`config.mk`:
```
export PLATFORM = sky130hd
export DESIGN_NAME = sdrc_cmd_responder_flat
export DESIGN_NICKNAME = d
export VERILOG_FILES = /design/src/rtl/sdrc_cmd_responder_if.sv /design/src/rtl/sdrc_cmd_responder.sv /design/src/flat_wrapper.sv
export SDC_FILE = /design/constraint.sdc
export NUM_CORES = 1
export LEC_CHECK = 0
export CAP_MARGIN = 25
export CORE_ASPECT_RATIO = 0.8
export CORE_MARGIN = 1.5
export CORE_UTILIZATION = 49
export CTS_CLUSTER_DIAMETER = 80
export CTS_CLUSTER_SIZE = 24
export DETAILED_ROUTE_END_ITERATION = 7
export PLACE_DENSITY = 0.85
export REMOVE_ABC_BUFFERS = 1
export SYNTH_ARGS = -nofsm -noshare
export SYNTH_HDL_FRONTEND = slang
export SYNTH_SLANG_ARGS = --single-unit
export TNS_END_PERCENT = 5
```
`constraint.sdc`:
```
create_clock -name sdrc_clk -period 8.6 [get_ports sdrc_clk]
set_clock_uncertainty 0.05 [all_clocks]
set_input_delay 2.58 -clock sdrc_clk [delete_from_list [all_inputs] [get_ports sdrc_clk]]
set_output_delay 2.58 -clock sdrc_clk [all_outputs]
set_load 0.01 [all_outputs]
```
`src/rtl/sdrc_cmd_responder_if.sv`:
```
// Command, write-FIFO, read-return and memory-port bundle for sdrc_cmd_responder.
// slave = responder side, master = issuer/memory side.
`ifndef EXT_BUF_MEM_ADDR_WIDTH
`define EXT_BUF_MEM_ADDR_WIDTH 16
`endif
`ifndef EXT_BUF_MEM_DATA_WIDTH
`define EXT_BUF_MEM_DATA_WIDTH 16
`endif

interface sdrc_cmd_responder_if #(
  parameter int ADDR_W = `EXT_BUF_MEM_ADDR_WIDTH,
  parameter int DATA_W = `EXT_BUF_MEM_DATA_WIDTH
);
  logic              sdrc_act;
  logic [ADDR_W+5:0] sdrc_cmd;
  logic              sdrc_ready;
  logic              sdrc_data_in_req;
  logic [DATA_W-1:0] sdrc_data_in;
  logic [DATA_W-1:0] sdrc_rd_data;
  logic              sdrc_rd_valid;
  logic [ADDR_W-1:0] mem_addr;
  logic              mem_wr;
  logic [DATA_W-1:0] mem_wdata;
  logic              mem_rd;
  logic [DATA_W-1:0] mem_rdata;

  modport slave (
    input  sdrc_act, sdrc_cmd, sdrc_data_in, mem_rdata,
    output sdrc_ready, sdrc_data_in_req, sdrc_rd_data, sdrc_rd_valid,
           mem_addr, mem_wr, mem_wdata, mem_rd
  );

  modport master (
    output sdrc_act, sdrc_cmd, sdrc_data_in, mem_rdata,
    input  sdrc_ready, sdrc_data_in_req, sdrc_rd_data, sdrc_rd_valid,
           mem_addr, mem_wr, mem_wdata, mem_rd
  );
endinterface

```
`src/rtl/sdrc_cmd_responder.sv`:
```
// Executes write/read bursts of 1..32 words on a fixed-latency memory port.
// Optional macro SDRC_RESP_PAGE_WRAP_EN: bursts wrap inside their 32-word page.
`ifndef EXT_BUF_MEM_ADDR_WIDTH
`define EXT_BUF_MEM_ADDR_WIDTH 16
`endif
`ifndef EXT_BUF_MEM_DATA_WIDTH
`define EXT_BUF_MEM_DATA_WIDTH 16
`endif

module sdrc_cmd_responder #(
  parameter int ADDR_W     = `EXT_BUF_MEM_ADDR_WIDTH,
  parameter int DATA_W     = `EXT_BUF_MEM_DATA_WIDTH,
  parameter int MEM_RD_LAT = 2
) (
  input  logic                sdrc_clk,
  input  logic                rst,
  sdrc_cmd_responder_if.slave bus
);

  typedef enum logic [2:0] {
    IDLE,
    WR_BURST,
    WR_DRAIN,
    RD_ISSUE,
    RD_WAIT
  } state_t;

  localparam int VMSB = MEM_RD_LAT - 1;

  state_t                state;
  state_t                state_nxt;
  logic [ADDR_W-1:0]     base;
  logic [4:0]            len_m1;
  logic [4:0]            iss_cnt;
  logic [4:0]            wr_cnt;
  logic [4:0]            ret_cnt;
  logic                  wr_pend;
  logic                  ready_q;
  logic [MEM_RD_LAT-1:0] vld_sr;
  logic                  accept;
  logic                  req;
  logic                  rd;
  logic                  last_iss;
  logic                  last_ret;

  logic              cmd_wr;
  logic [4:0]        cmd_len;
  logic [ADDR_W-1:0] cmd_addr;

  assign cmd_wr   = bus.sdrc_cmd[ADDR_W+5];
  assign cmd_len  = bus.sdrc_cmd[ADDR_W+4:ADDR_W];
  assign cmd_addr = bus.sdrc_cmd[ADDR_W-1:0];

  assign last_iss = (iss_cnt == len_m1);
  assign last_ret = vld_sr[VMSB] && (ret_cnt == len_m1);

  function automatic logic [ADDR_W-1:0] burst_addr(input logic [ADDR_W-1:0] b,
                                                   input logic [4:0] i);
`ifdef SDRC_RESP_PAGE_WRAP_EN
    burst_addr = {b[ADDR_W-1:5], b[4:0] + i};
`else
    burst_addr = b + {{(ADDR_W-5){1'b0}}, i};
`endif
  endfunction

  always_ff @(posedge sdrc_clk or posedge rst) begin
    if (rst) state <= IDLE;
    else     state <= state_nxt;
  end

  // Commands are taken only while ready is visible, so the first cycle after reset release is ignored.
  always_comb begin
    state_nxt = state;
    accept    = 1'b0;
    req       = 1'b0;
    rd        = 1'b0;
    case (state)
      IDLE: begin
        if (ready_q && bus.sdrc_act) begin
          accept    = 1'b1;
          state_nxt = cmd_wr ? WR_BURST : RD_ISSUE;
        end
      end
      WR_BURST: begin
        req = 1'b1;
        if (last_iss) state_nxt = WR_DRAIN;
      end
      WR_DRAIN: state_nxt = IDLE;
      RD_ISSUE: begin
        rd = 1'b1;
        if (last_iss) state_nxt = RD_WAIT;
      end
      RD_WAIT: begin
        if (last_ret) state_nxt = IDLE;
      end
      default: state_nxt = IDLE;
    endcase
  end

  // Each FIFO word lands one cycle after its request, so the write strobe is the request delayed.
  always_ff @(posedge sdrc_clk or posedge rst) begin
    if (rst) begin
      ready_q <= 1'b0;
      wr_pend <= 1'b0;
      vld_sr  <= '0;
      base    <= '0;
      len_m1  <= '0;
      iss_cnt <= '0;
      wr_cnt  <= '0;
      ret_cnt <= '0;
    end else begin
      ready_q <= (state_nxt == IDLE);
      wr_pend <= req;
      vld_sr  <= (vld_sr << 1) | MEM_RD_LAT'(rd);
      if (accept) begin
        base    <= cmd_addr;
        len_m1  <= cmd_len;
        iss_cnt <= '0;
        wr_cnt  <= '0;
        ret_cnt <= '0;
      end else begin
        if (req || rd)    iss_cnt <= iss_cnt + 5'd1;
        if (wr_pend)      wr_cnt  <= wr_cnt + 5'd1;
        if (vld_sr[VMSB]) ret_cnt <= ret_cnt + 5'd1;
      end
    end
  end

  assign bus.sdrc_ready       = ready_q;
  assign bus.sdrc_data_in_req = req;
  assign bus.mem_rd           = rd;
  assign bus.mem_wr           = wr_pend;
  assign bus.mem_wdata        = wr_pend ? bus.sdrc_data_in : '0;
  assign bus.mem_addr         = rd      ? burst_addr(base, iss_cnt) :
                                wr_pend ? burst_addr(base, wr_cnt)  : '0;
  assign bus.sdrc_rd_valid    = vld_sr[VMSB];
  assign bus.sdrc_rd_data     = bus.mem_rdata;

endmodule

```
`src/flat_wrapper.sv`:
```
// flat-port wrapper written by rule: the top's interface ports become plain ports
module sdrc_cmd_responder_flat 
#(
  parameter int ADDR_W     = `EXT_BUF_MEM_ADDR_WIDTH,
  parameter int DATA_W     = `EXT_BUF_MEM_DATA_WIDTH,
  parameter int MEM_RD_LAT = 2
)
  (sdrc_clk, rst, bus_sdrc_act, bus_sdrc_cmd, bus_sdrc_data_in, bus_mem_rdata, bus_sdrc_ready, bus_sdrc_data_in_req, bus_sdrc_rd_data, bus_sdrc_rd_valid, bus_mem_addr, bus_mem_wr, bus_mem_wdata, bus_mem_rd);
  sdrc_cmd_responder_if #(.ADDR_W(ADDR_W), .DATA_W(DATA_W)) bus_i ();
  input  logic sdrc_clk;
  input  logic rst;
  input wire logic [$bits(bus_i.sdrc_act)-1:0] bus_sdrc_act;
  input wire logic [$bits(bus_i.sdrc_cmd)-1:0] bus_sdrc_cmd;
  input wire logic [$bits(bus_i.sdrc_data_in)-1:0] bus_sdrc_data_in;
  input wire logic [$bits(bus_i.mem_rdata)-1:0] bus_mem_rdata;
  output wire logic [$bits(bus_i.sdrc_ready)-1:0] bus_sdrc_ready;
  output wire logic [$bits(bus_i.sdrc_data_in_req)-1:0] bus_sdrc_data_in_req;
  output wire logic [$bits(bus_i.sdrc_rd_data)-1:0] bus_sdrc_rd_data;
  output wire logic [$bits(bus_i.sdrc_rd_valid)-1:0] bus_sdrc_rd_valid;
  output wire logic [$bits(bus_i.mem_addr)-1:0] bus_mem_addr;
  output wire logic [$bits(bus_i.mem_wr)-1:0] bus_mem_wr;
  output wire logic [$bits(bus_i.mem_wdata)-1:0] bus_mem_wdata;
  output wire logic [$bits(bus_i.mem_rd)-1:0] bus_mem_rd;
  assign bus_i.sdrc_act = bus_sdrc_act;
  assign bus_i.sdrc_cmd = bus_sdrc_cmd;
  assign bus_i.sdrc_data_in = bus_sdrc_data_in;
  assign bus_i.mem_rdata = bus_mem_rdata;
  assign bus_sdrc_ready = bus_i.sdrc_ready;
  assign bus_sdrc_data_in_req = bus_i.sdrc_data_in_req;
  assign bus_sdrc_rd_data = bus_i.sdrc_rd_data;
  assign bus_sdrc_rd_valid = bus_i.sdrc_rd_valid;
  assign bus_mem_addr = bus_i.mem_addr;
  assign bus_mem_wr = bus_i.mem_wr;
  assign bus_mem_wdata = bus_i.mem_wdata;
  assign bus_mem_rd = bus_i.mem_rd;
  sdrc_cmd_responder #(.ADDR_W(ADDR_W), .DATA_W(DATA_W), .MEM_RD_LAT(MEM_RD_LAT)) u_core (.sdrc_clk(sdrc_clk), .rst(rst), .bus(bus_i));
endmodule
```
After elaboration in Yosys (flattened, before gate mapping)
Cells that the tools add are included.
- add/subtract/negate cells: 5
- equality and inequality tests: 5
- mux-type cells: 19
- bitwise gates (word level): 1
- reductions and logical operators: 8
- operators by type and width (cell ; number):
    16-bit two-way mux ; 3
    16-bit by 5-bit adder with 16-bit output ; 2
    5-bit two-way mux ; 6
    5-bit by 1-bit adder with 5-bit output (second input constant) ; 3
    3-bit two-way mux ; 4
    3-bit one-hot mux with 4 select lines ; 1
    5-bit == test ; 2
    3-bit logical NOT ; 2
    2-bit nonzero test ; 3
    1-bit two-way mux ; 4
    3-bit by 1-bit == test with 1-bit output (second input constant) ; 1
    3-bit by 2-bit == test with 1-bit output (second input constant) ; 1
    3-bit == test (second input constant) ; 1
    1-bit logical AND ; 2
    2-bit two-way mux ; 1
    2-bit by 1-bit bitwise OR with 2-bit output ; 1
    1-bit logical OR ; 1
- flip-flop bits (word level): 43
- input bits: 57
- output and inout port bits: 53

Logic depth before layout (Yosys ltp)
Gate-level depths: netlist of run 1.
- depth in word-level cells: 5
- mapped depth: 8
- depth with buffers taken out: 8

Worst setup path after synthesis of run 1
OpenSTA, ideal clock, no wires.
- path kind: input port to output port
- start point: input port bus_sdrc_data_in[0]
- end point: output port bus_mem_wdata[0]
- arrival: 2.745 ns
- required time: 5.970 ns
- path slack: 3.225 ns
- stages: 1
- cells stage by stage: and2_1
- cells in the longest elaborated chain, start to end: 1
- ends and longest elaborated chain (element ; RTL line ; source):
    start: declaration ; flat_wrapper.sv:14 ; input wire logic [$bits(bus_i.sdrc_data_in)-1:0] bus_sdrc_data_in;
    16-bit two-way mux ; sdrc_cmd_responder.sv:133 ; assign bus.mem_wdata = wr_pend ? bus.sdrc_data_in : '0;
    end: declaration ; flat_wrapper.sv:22 ; output wire logic [$bits(bus_i.mem_wdata)-1:0] bus_mem_wdata;
No other way between the ends.

Worst setup path after layout of run 1
- start point: input port bus_sdrc_data_in[10]
- end point: output port bus_mem_wdata[10]
Same word-level chain as after synthesis.

==> impl_results.md, run 1 <==
- Total CTS buffers: 5
- Placer congestion estimate: between 0.8 and 0.9
- Slew HR: between 40 and 50%
- Arr. time, crit path: 3.70 ns
- Hpwl dp: 5.19 mm
- Final hold violation count: 0
- Vias in the first global route: approximately 2.6k
- Final WL: 7.17 mm
- Final min period: between 6 and 7 ns
- Row count: 25
- Post-CTS Setup Inserts: 0
- Largest area contributor in the netlist: dfrtp_1
- Number of max-cap violations: 0
- Synth top area share: ~36%
- Post-synth ARST share: 100%
- Layout Cells excl Fill: 452
- Critical Path RT: 5.97 ns
- Initial core utilization: 50.8%
- TritonCTS Sinks: 43
- Max-slew violation count: 0
- Post-Synthesis Cells: 314
- DRT Pass-1 Iters: 4
- Net Sw Frac: between 40% and 50%
- Die width: 90.3 µm
- Total GRT Usage: 23.0%
- Power Internal: approximately 800 µW
- Syn avg cell area: 9.51 µm²
- Largest family of logic cells by synthesized area: simple AND/OR/NAND/NOR gates
- Area Growth Syn to Fin: 27.3%
- Io pins: 110
- Share of layout cells above drive strength 1: 10.2%
- Cell Pwr Density: 366 nW/µm²
- Least-Margin Pin Slew: 0.839 ns
- Status: finished clean
- Vias: between 2k and 3k
- CTS tree: yes
- Post-synth EDFFs: 0
- Remaining antenna violation count: 0
- Register area share after synthesis: 36.0%
- Yosys cell types: 53
- Mapped cell area: 2990 µm²
- Clock Latency Late Sink: 0.31 ns
- Synth Area in XOR/XNOR: 8.51%
- Seq pwr share: a little under a third
- Global-route wire length before repair: 12.0 mm
- Synthesis-stage register bit count: 43
- Vias per std cell: 5.60
- Top-count cell post-synth: dfrtp_1
- Synth warnings: 0
- Adder-Cell Fraction of Synth Area: 6.79%
- Hold_buf cts: 0
- Die height: between 70 and 80 µm
- Fin crit share: 73.6%
- Post-synthesis mux area share: 7.46%
- Startpoint Class: input port
- Comb pwr share: about three fifths
- Type of the worst min-delay path: register to register
- Fmax achieved: 158 MHz
- Most common flop cell mapped by yosys: dfrtp_1
- CTS clk-pin slew, worst paths: roughly 0.080 ns
- H-tree depth: 2
- DR WL/cell: 15.9 µm
- Post_cts resized: 0
- DRC viols: 0
- Post-synth top cells: 43 x dfrtp_1, 25 x nor2_1, 21 x xor2_1, 19 x and2_1, 19 x nand2_1
- Die Footprint: about 6600 µm²
- Endpoints failing setup: 0
- Core area: 5880 µm²
- Clock share of power: approximately 11%
- Endpoint class of the critical path: output pin
- Placed Instances: 445
- Port buffer count: 77
- # nets final: 443
- Tot Pwr: approximately 1.4 mW
- 1st-iter DRT viols: 175
- Peak supply drop: 0.206 mV
- ANT cells: 0
- Post-synthesis simple-gate area fraction: 17.5%
- Setup_tns: 0 ns
- Synth area leaders: dfrtp_1 36%, mux2_2 6.8%, xor2_1 6.2%
- Leak pwr: 1.57 nW
- P_sw: 589 µW
- Critical path type: input port to output pin
- Root buffer cell: clkbuf_8
- Compound-Gate Fraction of Synth Area: 16.2%
- RSZ-0062 raised after global routing: no
- Longest Clk Path Bufs: 2
- Congestion Overflow GR: 0
- Critical Path Fanout Max: 1
- Antenna violations before repair: 0
- Largest net degree at the start of global routing: 44
[critical path: stages]
cell and delay (ns):
clkdlybuf4s50_1 0.45, and2_1 0.13, clkdlybuf4s50_1 0.54
[registers in the layout, indices dropped and copies added, names as in the netlist]
| register | count |
|---|---|
| u_core.bus.sdrc_ready | 1 |
| u_core.ret_cnt | 5 |
| u_core.bus.mem_wr | 1 |
| u_core.len_m1 | 5 |
| u_core.iss_cnt | 5 |
| u_core.wr_cnt | 5 |
| u_core.base | 16 |
| u_core.vld_sr | 2 |
| u_core.state | 3 |
[logic make-up after synthesis]
logic type / Yosys count
AND/OR/NAND/NOR: 100
AO/OA/AOI/OAI: 68
flip-flops: 43
buffers and inverters: 39
XOR/XNOR: 29
multiplexers: 20
adder cells (fa/ha/maj): 15
[cells in the final DEF (no fill, tap or decap), types with 2 or more instances in the layout]
cell	instances
o211ai_1	4
nor2b_1	2
dfrtp_1	43
a211oi_4	2
mux2i_1	2
o21a_1	4
mux2_2	18
xnor2_1	8
fa_1	2
xor2_1	21
and3_1	2
nand2_1	19
o22ai_1	5
o21ai_0	11
a21o_1	2
o31ai_1	6
inv_1	9
a211oi_1	3
o211a_1	2
o31a_1	2
and2_1	19
nand4_1	6
clkbuf_8	5
a21oi_1	13
or4_1	4
clkdlybuf4s50_1	77
ha_1	13
nor3_1	3
buf_4	2
nand3b_1	2
nor2_1	24
o21ai_1	4
nand3_1	9
[worst paths after layout]
| kind | from | end | slack, ns | cells after the start |
|---|---|---|---|---|
| max | bus_sdrc_data_in[10] | bus_mem_wdata[10] | 2.27 | 3 |
| min | u_core.vld_sr[0] | u_core.vld_sr[1] | 0.31 | 0 |
| max reg2reg | u_core.state[1] | u_core.base[9] | 6.81 | 5 |
| min reg2reg | u_core.vld_sr[0] | u_core.vld_sr[1] | 0.31 | 0 |
| max in group asynchronous | rst | u_core.ret_cnt[4] | 5.47 | 3 |
| min in group asynchronous | rst | u_core.base[9] | 2.66 | 3 |
[metal layers]
metal / global-route usage (%) / up-vias / part of all wire (%)
li1: - / 1214 / -
met1: 27.4 / 1190 / 43
met2: 39.0 / 116 / 46
met3: 8.02 / 11 / 9.2
met4: 8.47 / 0 / 1.4
met5: 0 / - / 0
[stage by stage]
stage | worst slack [ns] | utilization [%] | instance area (µm²) | hold WS (ns)
detailed placement | 2.27 | 62.8 | 3690 | 0.295
global placement | 2.28 | 62.8 | 3690 | 0.282
floorplan | 3.23 | - | 2800 | 0.281
CTS | 2.26 | 64.6 | 3800 | 0.314
finish | 2.27 | 64.6 | 3800 | 0.313
global route | 2.22 | 64.6 | 3800 | 0.323
[area by class of cell]
class                      instances  area [µm²]
fill                             489        2080
multi-input combinational        232        1690
sequential                        43        1080
timing repair buffer              79         786
tap                               81         101
clock buffer                       5        68.8
inverter                          10        42.5
clock inverter                     2        37.5
[power by group through the flow]
stage	logic (mW)	registers, mW	clock network [mW]
after floorplan	0.530	0.389	0
after global placement	0.777	0.418	0
after detailed placement	0.806	0.426	0
after CTS	0.814	0.422	0.162
after global routing	0.894	0.439	0.170
final	0.810	0.424	0.158
No activity file was read; power rests on OpenSTA's default activity.
==> run 2: changes to the inputs <==
CORE_UTILIZATION = 41   (was 49)
PLACE_DENSITY = 0.76   (was 0.85)
clock period = 5.1 ns   (was 8.6 ns; I/O delays follow)
==> run 2 against run 1 <==
- via count decreased by 0.16%
- cell area is 1.8% higher
- critical path depth is 6 higher
- largest cell class unchanged
- largest power group unchanged
- highest routed layer unchanged
==> impl_results.md, run 2 (same netlist as run 1, synthesis figures left out) <==
- Vias: between 2k and 3k
- Top layer in use: met4
- Register Area: between 1000 and 1500 µm²
- CTS clk-pin slew, worst paths: 0.08 ns
- Cell Chain, Critical Path: ha_1 -> inv_1 -> fa_1 -> nor2b_1 -> o31a_1 -> o21ai_0 -> a21bo_2 -> a221oi_1 -> clkdlybuf4s50_1
- RSZ-0062 raised after global routing: no
- Status: finished clean
- Setup WS post-layout: 0.483 ns
- Post-Layout Inst Area: between 3000 and 4000 µm²
- Max reg flops: 16
- Number of fill cells: 614
- Cell Pwr Density: just over 600 nW/µm²
- Total GRT Usage: 18.6%
- CP max-delay cell: clkdlybuf4s50_1
- Critical Path RT: 3.52 ns
- TritonCTS Sinks: 43
- DRC viols: 0
- Length of routed wiring on met1: 3.15 mm
- Io pins: 110
- Commonest non-fill, non-tap cell in the layout: clkdlybuf4s50_1
- Startpoint Class: register
- Total CTS buffers: 5
- P_sw: slightly below 1 mW
- Hold_buf cts: 0
- Vias in the first global route: 2491
- Slew HR: 44.9%
- Least-Margin Pin Slew: 0.826 ns
- Post_cts resized: 0
- ANT cells: 0
- Antenna violations before repair: 0
- Largest net degree at the start of global routing: 32
- Endpoint class of the critical path: output pin
- Post-CTS Setup Inserts: 0
- Die width: between 90 and 100 µm
- Global-route wire length before repair: between 10 and 15 mm
- Initial core utilization: a little over two fifths
- Row count: 27
- Comb pwr share: 57.0%
- Congestion Overflow GR: 0
- Place WS: about 0.81 ns
- Fmax achieved: 217 MHz
- Setup_tns: 0 ns
- Final min period: 4.62 ns
- Clock Latency Late Sink: 0.30 ns
- Leak pwr: 1.61 nW
- DR WL met3: 739 µm
- CTS tree: yes
- Remaining antenna violation count: 0
- Core area: 6960 µm²
- Final WL: 7.05 mm
- Hpwl dp: 5.38 mm
- R2R Setup Slk: around 3.4 ns
- Critical path type: register to output pin
- Layout Cells excl Fill: 461
- Critical Path Fanout Max: 5
- Longest Clk Path Bufs: 2
- Worst path max stage delay: 0.59 ns
- Placed Instances: 453
- Share of layout cells above drive strength 1: a little over a tenth
- DR WL/cell: 15.3 µm
- Root buffer cell: clkbuf_8
- Area of the multi-input gates: 1690 µm²
- Biggest register: u_core.base
- Commonest non-fill, non-tap cells in the layout: 77 x clkdlybuf4s50_1, 43 x dfrtp_1, 24 x nor2_1
- Arr. time, crit path: slightly above 3 ns
- WL met2: 3.03 mm
- Seq pwr share: around 30%
- H-tree depth: 2
- Area Growth Syn to Fin: 29.6%
- Placed Area: between 3000 and 4000 µm²
- Endpoints failing setup: 0
- # nets final: 445
- Vias per std cell: between 5 and 6
- Final hold violation count: 0
- Type of the worst min-delay path: register to register
- Fin crit share: approximately nine tenths
- Die Footprint: 7810 µm²
- DRT Pass-1 Iters: 4
- Number of max-cap violations: 0
- Placer congestion estimate: roughly 0.84
- Peak supply drop: 0.307 mV
- Net Sw Frac: 41.1%
- Clock share of power: 13.2%
- Max-slew violation count: 0
- Port buffer count: 77
- Power Internal: 1.41 mW
- 1st-iter DRT viols: roughly 110
- Die height: between 70 and 80 µm
## run 2: critical path, delay by kind of cell (launching register included)
family                   cells  cell delay [ns]
AND/OR/NAND/NOR              1             0.18
flip-flops                   1             0.45
adder cells (fa/ha/maj)      2             0.64
buffers and inverters        2             0.66
AO/OA/AOI/OAI                4             0.80
## run 2: area by class of cell
type | count | area share (%)
multi-input cells | 232 | 43.6
flip-flops and latches | 43 | 27.8
repair buffers | 81 | 21.2
well taps | 87 | 2.81
clock buffers | 6 | 1.88
clock inverters | 2 | 1.55
inverters | 10 | 1.10
## run 2: stage by stage
stage / total power, mW / hold WS, ns / util, %
floorplan: 1.55 / 0.281 / -
global placement: 2.04 / 0.281 / 53.3
detailed placement: 2.08 / 0.292 / 53.7
CTS: 2.41 / 0.310 / 55.6
global route: 2.60 / 0.317 / 55.6
finish: 2.40 / 0.305 / 55.6
## run 2: power groups by stage
| stage | Sequential, mW | Clock, mW | Combinational [mW] |
|---|---|---|---|
| after global placement | 0.709 | 0 | 1.33 |
| after CTS | 0.711 | 0.323 | 1.37 |
| after global routing | 0.740 | 0.337 | 1.53 |
| after floorplan | 0.656 | 0 | 0.893 |
| final | 0.714 | 0.316 | 1.37 |
| after detailed placement | 0.717 | 0 | 1.36 |
## run 2: worst paths after layout
kind                                   start          endpoint  cells past startpoint
max                        u_core.iss_cnt[0]  bus_mem_addr[12]                      9
min                         u_core.vld_sr[0]  u_core.vld_sr[1]                      0
max reg2reg                  u_core.state[1]  u_core.len_m1[1]                      5
min reg2reg                 u_core.vld_sr[0]  u_core.vld_sr[1]                      0
max in group asynchronous                rst  u_core.wr_cnt[0]                      3
min in group asynchronous                rst   u_core.base[10]                      2
## run 2: layer usage
metal,GRT usage [%],vias to the layer above
li1,-,1210
met1,25.0,1175
met2,27.7,132
met3,7.22,10
met4,5.35,0
met5,0,-
